--- src/rtl/dmem_pkg.sv ---
// Shared types and constants for the two-requester data-memory arbiter.
package dmem_pkg;
    localparam int NUM_REQ        = 2;
    localparam int DMEM_ADDR_SIZE = 7;
    localparam int DMEM_BYTE_SIZE = 32;

    typedef enum logic {OPEN, LOCKED} arb_state_t;
    typedef logic [$clog2(NUM_REQ)-1:0] req_id_t;
endpackage

--- src/rtl/dmem_arbiter_if.sv ---
// Requester, response and memory-side bundle of the data-memory arbiter.
interface dmem_arbiter_if #(
    parameter int ADDR_SIZE = 7,
    parameter int BYTE_SIZE = 32
);
    import dmem_pkg::*;

    logic [NUM_REQ-1:0]                req_valid;
    logic [NUM_REQ-1:0]                req_ready;
    logic [NUM_REQ-1:0]                req_wen;
    logic [NUM_REQ-1:0][ADDR_SIZE-1:0] req_addr;
    logic [NUM_REQ-1:0][BYTE_SIZE-1:0] req_wdata;
    logic [NUM_REQ-1:0]                req_lock;
    logic [NUM_REQ-1:0]                rsp_valid;
    logic [NUM_REQ-1:0][BYTE_SIZE-1:0] rsp_rdata;
    logic                              mem_wen;
    logic [ADDR_SIZE-1:0]              mem_addr;
    logic [BYTE_SIZE-1:0]              mem_wdata;
    logic [BYTE_SIZE-1:0]              mem_rdata;

    modport slave (
        input  req_valid, req_wen, req_addr, req_wdata, req_lock, mem_rdata,
        output req_ready, rsp_valid, rsp_rdata, mem_wen, mem_addr, mem_wdata
    );

    modport master (
        output req_valid, req_wen, req_addr, req_wdata, req_lock, mem_rdata,
        input  req_ready, rsp_valid, rsp_rdata, mem_wen, mem_addr, mem_wdata
    );
endinterface

--- src/rtl/dmem_arbiter_rr_grant.sv ---
// One-hot grant: round-robin between valid requesters in OPEN, owner-only in LOCKED.
module rr_grant
    import dmem_pkg::*;
(
    input  logic [NUM_REQ-1:0] valid,
    input  req_id_t            rr_ptr,
    input  arb_state_t         state,
    input  req_id_t            lock_owner,
    output logic [NUM_REQ-1:0] grant
);
    req_id_t other;
    assign other = ~rr_ptr;

    always_comb begin
        grant = '0;
        if (state == LOCKED)
            grant[lock_owner] = valid[lock_owner];
        else if (valid[rr_ptr])
            grant[rr_ptr] = 1'b1;
        else if (valid[other])
            grant[other] = 1'b1;
    end
endmodule

--- src/rtl/dmem_arbiter.sv ---
// Two-requester data-memory arbiter: grant, one-cycle memory stage M, registered read response.
module dmem_arbiter
    import dmem_pkg::*;
#(
    parameter int ADDR_SIZE = DMEM_ADDR_SIZE,
    parameter int BYTE_SIZE = DMEM_BYTE_SIZE,
    parameter int MAX_LOCK  = 15
) (
    input  logic           clock,
    input  logic           reset_n,
    dmem_arbiter_if.slave  bus
);
    localparam int LCW = $clog2(MAX_LOCK + 1);
    localparam logic [LCW-1:0] CNT_ONE  = LCW'(1);
    localparam logic [LCW-1:0] CNT_LAST = LCW'(MAX_LOCK - 1);

    typedef struct packed {
        logic                 vld;
        logic                 wen;
        req_id_t              id;
        logic [ADDR_SIZE-1:0] addr;
        logic [BYTE_SIZE-1:0] wdata;
    } mstage_t;

    arb_state_t state_q, state_d;
    req_id_t    rr_ptr_q, rr_ptr_d;
    req_id_t    lock_owner_q, lock_owner_d;
    logic [LCW-1:0] lock_cnt_q, lock_cnt_d;
    mstage_t    m_q, m_d;
    logic [NUM_REQ-1:0]                rsp_vld_q, rsp_vld_d;
    logic [NUM_REQ-1:0][BYTE_SIZE-1:0] rsp_rdata_q, rsp_rdata_d;
    // Holds grants off for the first cycle after reset release.
    logic       started_q;

    logic [NUM_REQ-1:0] grant, ready, acc_vec;
    logic               accept;
    req_id_t            acc_id;

    rr_grant u_grant (
        .valid      (bus.req_valid),
        .rr_ptr     (rr_ptr_q),
        .state      (state_q),
        .lock_owner (lock_owner_q),
        .grant      (grant)
    );

    assign ready   = grant & {NUM_REQ{started_q}};
    assign acc_vec = bus.req_valid & ready;
    assign accept  = |acc_vec;
    assign acc_id  = req_id_t'(acc_vec[1]);

    always_comb begin
        state_d      = state_q;
        rr_ptr_d     = rr_ptr_q;
        lock_owner_d = lock_owner_q;
        lock_cnt_d   = lock_cnt_q;
        m_d          = m_q;
        rsp_vld_d    = '0;
        rsp_rdata_d  = rsp_rdata_q;

        m_d.vld = accept;
        if (accept) begin
            m_d.wen   = bus.req_wen[acc_id];
            m_d.id    = acc_id;
            m_d.addr  = bus.req_addr[acc_id];
            m_d.wdata = bus.req_wdata[acc_id];
        end

        // Memory read data is combinational, so it is captured at the end of the M cycle.
        if (m_q.vld && !m_q.wen) begin
            rsp_vld_d[m_q.id]   = 1'b1;
            rsp_rdata_d[m_q.id] = bus.mem_rdata;
        end

        unique case (state_q)
            OPEN: begin
                if (accept) begin
                    rr_ptr_d = ~acc_id;
                    if (bus.req_lock[acc_id] && MAX_LOCK > 1) begin
                        state_d      = LOCKED;
                        lock_owner_d = acc_id;
                        lock_cnt_d   = CNT_ONE;
                    end
                end
            end
            LOCKED: begin
                if (!bus.req_valid[lock_owner_q] ||
                    (accept && (!bus.req_lock[lock_owner_q] || lock_cnt_q >= CNT_LAST))) begin
                    state_d    = OPEN;
                    rr_ptr_d   = ~lock_owner_q;
                    lock_cnt_d = '0;
                end else if (accept) begin
                    lock_cnt_d = lock_cnt_q + CNT_ONE;
                end
            end
            default: state_d = OPEN;
        endcase
    end

    always_ff @(posedge clock or negedge reset_n) begin
        if (!reset_n) begin
            state_q      <= OPEN;
            rr_ptr_q     <= '0;
            lock_owner_q <= '0;
            lock_cnt_q   <= '0;
            m_q          <= '0;
            rsp_vld_q    <= '0;
            rsp_rdata_q  <= '0;
            started_q    <= 1'b0;
        end else begin
            state_q      <= state_d;
            rr_ptr_q     <= rr_ptr_d;
            lock_owner_q <= lock_owner_d;
            lock_cnt_q   <= lock_cnt_d;
            m_q          <= m_d;
            rsp_vld_q    <= rsp_vld_d;
            rsp_rdata_q  <= rsp_rdata_d;
            started_q    <= 1'b1;
        end
    end

    assign bus.req_ready = ready;
    assign bus.mem_wen   = m_q.vld & m_q.wen;
    assign bus.mem_addr  = m_q.addr;
    assign bus.mem_wdata = m_q.wdata;
    assign bus.rsp_valid = rsp_vld_q;
    assign bus.rsp_rdata = rsp_rdata_q;
endmodule

--- src/flat_wrapper.sv ---
// flat-port wrapper written by rule: the top's interface ports become plain ports
module dmem_arbiter_flat import dmem_pkg::*;
#(
    parameter int ADDR_SIZE = DMEM_ADDR_SIZE,
    parameter int BYTE_SIZE = DMEM_BYTE_SIZE,
    parameter int MAX_LOCK  = 15
)
  (clock, reset_n, bus_req_valid, bus_req_wen, bus_req_addr, bus_req_wdata, bus_req_lock, bus_mem_rdata, bus_req_ready, bus_rsp_valid, bus_rsp_rdata, bus_mem_wen, bus_mem_addr, bus_mem_wdata);
  dmem_arbiter_if #(.ADDR_SIZE(ADDR_SIZE), .BYTE_SIZE(BYTE_SIZE)) bus_i ();
  input  logic clock;
  input  logic reset_n;
  input wire logic [$bits(bus_i.req_valid)-1:0] bus_req_valid;
  input wire logic [$bits(bus_i.req_wen)-1:0] bus_req_wen;
  input wire logic [$bits(bus_i.req_addr)-1:0] bus_req_addr;
  input wire logic [$bits(bus_i.req_wdata)-1:0] bus_req_wdata;
  input wire logic [$bits(bus_i.req_lock)-1:0] bus_req_lock;
  input wire logic [$bits(bus_i.mem_rdata)-1:0] bus_mem_rdata;
  output wire logic [$bits(bus_i.req_ready)-1:0] bus_req_ready;
  output wire logic [$bits(bus_i.rsp_valid)-1:0] bus_rsp_valid;
  output wire logic [$bits(bus_i.rsp_rdata)-1:0] bus_rsp_rdata;
  output wire logic [$bits(bus_i.mem_wen)-1:0] bus_mem_wen;
  output wire logic [$bits(bus_i.mem_addr)-1:0] bus_mem_addr;
  output wire logic [$bits(bus_i.mem_wdata)-1:0] bus_mem_wdata;
  assign bus_i.req_valid = bus_req_valid;
  assign bus_i.req_wen = bus_req_wen;
  assign bus_i.req_addr = bus_req_addr;
  assign bus_i.req_wdata = bus_req_wdata;
  assign bus_i.req_lock = bus_req_lock;
  assign bus_i.mem_rdata = bus_mem_rdata;
  assign bus_req_ready = bus_i.req_ready;
  assign bus_rsp_valid = bus_i.rsp_valid;
  assign bus_rsp_rdata = bus_i.rsp_rdata;
  assign bus_mem_wen = bus_i.mem_wen;
  assign bus_mem_addr = bus_i.mem_addr;
  assign bus_mem_wdata = bus_i.mem_wdata;
  dmem_arbiter #(.ADDR_SIZE(ADDR_SIZE), .BYTE_SIZE(BYTE_SIZE), .MAX_LOCK(MAX_LOCK)) u_core (.clock(clock), .reset_n(reset_n), .bus(bus_i));
endmodule
--- config.mk ---
export PLATFORM = sky130hd
export DESIGN_NAME = dmem_arbiter_flat
export DESIGN_NICKNAME = d
export VERILOG_FILES = /design/src/rtl/dmem_pkg.sv /design/src/rtl/dmem_arbiter_if.sv /design/src/rtl/dmem_arbiter_rr_grant.sv /design/src/rtl/dmem_arbiter.sv /design/src/flat_wrapper.sv
export SDC_FILE = /design/constraint.sdc
export NUM_CORES = 1
export LEC_CHECK = 0
export CAP_MARGIN = 15
export CELL_PAD_IN_SITES_DETAIL_PLACEMENT = 1
export CELL_PAD_IN_SITES_GLOBAL_PLACEMENT = 1
export CORE_MARGIN = 2
export CORE_UTILIZATION = 26
export DETAILED_ROUTE_END_ITERATION = 10
export GPL_ROUTABILITY_DRIVEN = 0
export PLACE_DENSITY_LB_ADDON = 0.1
export RECOVER_POWER = 50
export SLEW_MARGIN = 20
export SYNTH_ARGS = -nofsm -noshare
export SYNTH_HDL_FRONTEND = slang
export SYNTH_SLANG_ARGS = --single-unit
--- constraint.sdc ---
create_clock -name clock -period 5.2 [get_ports clock]
set_input_delay 1.04 -clock clock [delete_from_list [all_inputs] [get_ports clock]]
set_output_delay 1.04 -clock clock [all_outputs]
set_load 0.05 [all_outputs]
After elaboration in Yosys (flattened, before gate mapping)
Index checks and enable logic that the tools add are counted.

Memory bits (writable): 0. Bits of input ports: 118. Memories kept: 0. Bits in latches: 0. Register bits: 116. ROM bits: 0.

Eq/ne operators: 4. Mux-type cells: 43. Bitwise operators: 8. Add/sub/neg operators: 1. Multiply operators: 0. Shift operators: 0. Order comparisons: 10. Div/mod/pow operators: 0. Reduce and logical (&&, ||, !) cells: 15.

Operators with widths (number): $mux W32 (3); $bwmux W64 (1); $demux W32 S1 (1); $mux W1 (21); $mux W4 (4); $mux W7 (2); $lt A1 B2 Y1 const B (5); $mux W2 (4); $pmux W4 S2 (1); $and A2 B2 Y2 (3); $logic_and A1 B1 Y1 (6); $reduce_and A3 Y1 (2); $add A4 B1 Y4 const B (1); $demux W1 S1 (4); $ge A1 B1 Y1 const B (4); $ge A4 B4 Y1 const B (1); $ne A2 B1 Y1 const B (2); $not A1 Y1 (4); $pmux W1 S2 (2); $logic_not A1 Y1 (3); $ne A3 B3 Y1 const B (1); $logic_or A1 B1 Y1 (2); $ne A2 B2 Y1 const B (1); $reduce_and A2 Y1 (1); other kinds (2) (2).

Depth between registers and ports, before layout
Depth in word-level cells: 15. Depth in mapped cells: 7.

By module
A second synthesis with hierarchy kept.

Cell total of the unflattened synthesis: 486. Area, all modules: 5175.0 um^2.

By module, submodules not included: dmem_arbiter (sequential area each 2902.8 um^2, cells each 481, area an instance 5138.7 um^2, times used 1); rr_grant (sequential area each 0.0 um^2, cells each 5, area an instance 36.3 um^2, times used 1).

Worst setup path after synthesis
No wires, ideal clock.

Path kind: input to output. From: in bus_req_valid[0]. To: out bus_req_ready[1]. Arrival time: 2067 ps. Cell stages on the path: 4. Required time: 4160 ps. Path buffers: 1. Setup slack: 2093 ps. Path through: or3b_1 nand3_1 inv_2 clkbuf_1.

Cells in the longest elaborated chain, start to end: 6.

Ends and longest elaborated chain: from (decl) (line flat_wrapper.sv:12) `input wire logic [$bits(bus_i.req_valid)-1:0] bus_req_valid;`; $mux W1 (implied by the code) (2 in a row) (line dmem_arbiter_rr_grant.sv:20) `else if (valid[other])`; $mux W2 (line dmem_arbiter_rr_grant.sv:20); $mux W2 (line dmem_arbiter_rr_grant.sv:18) `else if (valid[rr_ptr])`; $mux W2 * (line dmem_arbiter_rr_grant.sv:16) `if (state == LOCKED)`; $and A2 B2 Y2 * (line dmem_arbiter.sv:47) `assign ready = grant & {NUM_REQ{started_q}};`; to (decl) (line flat_wrapper.sv:18) `output wire logic [$bits(bus_i.req_ready)-1:0] bus_req_ready;`.

Every way passes the cells marked *; elsewhere a longest branch is shown, timed or not. The select of a mux whose other input is x is not followed.

Worst setup path in the final report
From: in bus_req_valid[1]. To: out bus_req_ready[1].

The elaborated chain is that of the path after synthesis.

==> results.toml <==
[pwr]
ir_drop_mv = 0.234
p_leak_nw = 3.62
p_per_area_nw_per_um2 = 706

[logic_synthesis]
yosysWarnings = 0
synthFlopType = "dfrtp_1"
synth_seq_cells = 116
yosys.area.top_type_share_pct = 55.9
syn_inst = 491
synth_area_sq_um = 5190
synth_top_cell_by_area = "dfrtp_1"
syn_area_per_cell_sq_um = 10.6
async_reset_ff_share_pct = 100
ys_top_cells_by_area = "dfrtp_1, nand2_1, mux2i_1, mux2_2, buf_4"
synth-edff-count = 0
syn_nets = 611
ys_types = 40
ys_seq_area_share_pct = 55.9

[cells_and_area]
drive_gt1_share_pct = 10.4
synthToLayoutAreaGrowth_pct = 54.1
layout_common_cells = "clkdlybuf4s50_1, nand2_1, dfrtp_1"
fillCellCount = 2160
mostFrequentLayoutCell = "clkdlybuf4s50_1"
diodes = 0
fin_util_pct = 41.0
layout.nets = 799

[cts]
numCtsBuffers = 17
cts_root_buffer = "clkbuf_16"
post_cts_buffers = 0
clkTransAtPathRegs_ns = 0.05
cts_tree = "yes"
cts_resized = 0
clkLatencyLatePin_ns = 0.42
clock-sinks = 116
h-tree-depth = 4
postCtsHoldBufs = 0
clockBufferDepth = 2

[sta]
drv_slew = 103
worst_slew_pin_slew_ns = 2.09
slew_headroom_pct = -39.5
finalHoldViolCount = 0
finalClockSkew_ns = 0.00702
setup_viol = 0
timing.hold.ws_ns = 0.470
fin_crit_sh_pct = 76.2
fin_tns_setup_ns = 0
fmax_ghz = 0.252
min_period_ns = 3.96
rsz0062_at_grt = "false"

[routing]
wl_per_cell_um = 16.7
drtPass1Iterations = 4
drt_wl_total_mm = 15.9
drtAntennaViolNets = 0
route.detailed.drc = 0
drt_iter0_drc = 108
dr_total_vias = 4177
viasPerCell = 4.37

[outcome]
violations = "capacitance limit, slew limit"
outcome = "complete, but fails checks"

[floorplanning]
die_h_um = 145
die_area_sq_um = 21100
core_sq_um = 19500
ios = 226
num_rows = 51
die_w_um = 145
start_util_pct = 26.6

[setup_path]
arrival_ns = 2.92
endpoint_kind = "output pin"
crit_required_ns = 4.16
crit_fanout = 8
critPathKind = "in -> out"
start_kind = "input port"

[grt]
track_usage_pct = 15.6
grt_max_degree = 81
grt_overflow = 0
grt_pass1_wl_mm = 25.5
antenna_found_initial = 0
grt_pass1_vias = 4516

[place]
dp_hpwl_mm = 11.4
io_buffer_count = 225

[job]
maxCapViolCount = 3

[hold_path]
hold_class = "reg -> reg"
-- synth_stat cells (2+ instances only) --
library cell  instances
nand3_1               2
ha_1                  2
and2_1                2
a21boi_0              2
nand2b_1              3
dfrtp_1             116
mux2i_1              41
a21oi_1               5
nand2_1             144
o21ai_0              41
buf_2                 5
clkbuf_1             13
nor2_1                5
a21o_1                2
o21ai_1               3
inv_1                 7
buf_4                44
mux2_2               32
-- worst max-delay path, stage by stage --
cell             delay, ns
clkdlybuf4s50_1       0.63
and2_1                0.19
nand3_1               0.16
inv_2                 0.10
clkdlybuf4s50_1       0.80
-- logic make-up after synthesis --
| family | share of synthesized area, % |
|---|---|
| AOI/OAI and AO/OA | 7.09 |
| adders and majority gates | 0.482 |
| buffers and inverters | 8.44 |
| DFF | 55.9 |
| muxes | 15.1 |
| other | 0.0722 |
| and+or+nand+nor | 12.9 |
-- state kept, by name, summed over array words and instances (netlist names) --
name and cells:
u_core.bus.mem_addr 7, u_core.bus.mem_wdata 32, u_core.bus.rsp_rdata 64, u_core.bus.rsp_valid 2
u_core.lock_cnt_q 4, u_core.lock_owner_q 1, u_core.m_q 3, u_core.rr_ptr_q 1
u_core.started_q 1, u_core.state_q 1
-- area by class of cell --
| class | count | area, sq um | share of cell area [%] |
|---|---|---|---|
| multi-input combinational | 304 | 1860 | 23.2 |
| clock inverter | 10 | 131 | 1.64 |
| timing repair buffer | 232 | 2290 | 28.6 |
| inverter | 8 | 30.0 | 0.375 |
| sequential | 116 | 2900 | 36.3 |
| tap | 265 | 332 | 4.14 |
| clock buffer | 21 | 460 | 5.75 |
-- report_power, final --
group          leakage [nW]  internal, mW  switching, mW
Sequential             1.41          1.30          0.233
Combinational          1.92         0.999           1.93
Clock                 0.292         0.771          0.414
-- metal layers --
layer	track usage, %	share of wire (%)	up-vias
li1	-	-	1973
met1	18.7	44	2056
met2	25.9	49	130
met3	5.16	5.9	18
met4	5.88	1.5	0
met5	0	0	-
-- through the flow --
stage / worst slack, ns / instance area (sq um) / cells / total power, mW
after global placement: 1.27 / 7420 / 925 / 4.46
final: 1.24 / 8000 / 956 / 5.65
after global routing: 1.16 / 8000 / 956 / 5.93
after CTS: 1.24 / 8020 / 956 / 5.73
after floorplan: 2.09 / 5190 / 491 / 3.58
after detailed placement: 1.25 / 7420 / 925 / 4.52
-- final timing paths --
check                                               from                        to  slack [ns]  cells after the start
max in group asynchronous                        reset_n   u_core.bus.mem_wdata[1]        2.08                      2
worst min register to register  u_core.bus.rsp_rdata[38]  u_core.bus.rsp_rdata[38]        0.47                      2
min in group asynchronous                        reset_n  u_core.bus.rsp_rdata[28]        1.12                      1
worst max register to register            u_core.m_q[40]  u_core.bus.rsp_rdata[13]        2.44                      3
worst max-delay path                    bus_req_valid[1]          bus_req_ready[1]        1.24                      5
worst min-delay path            u_core.bus.rsp_rdata[38]  u_core.bus.rsp_rdata[38]        0.47                      2
No activity file was read; power rests on OpenSTA's default activity.
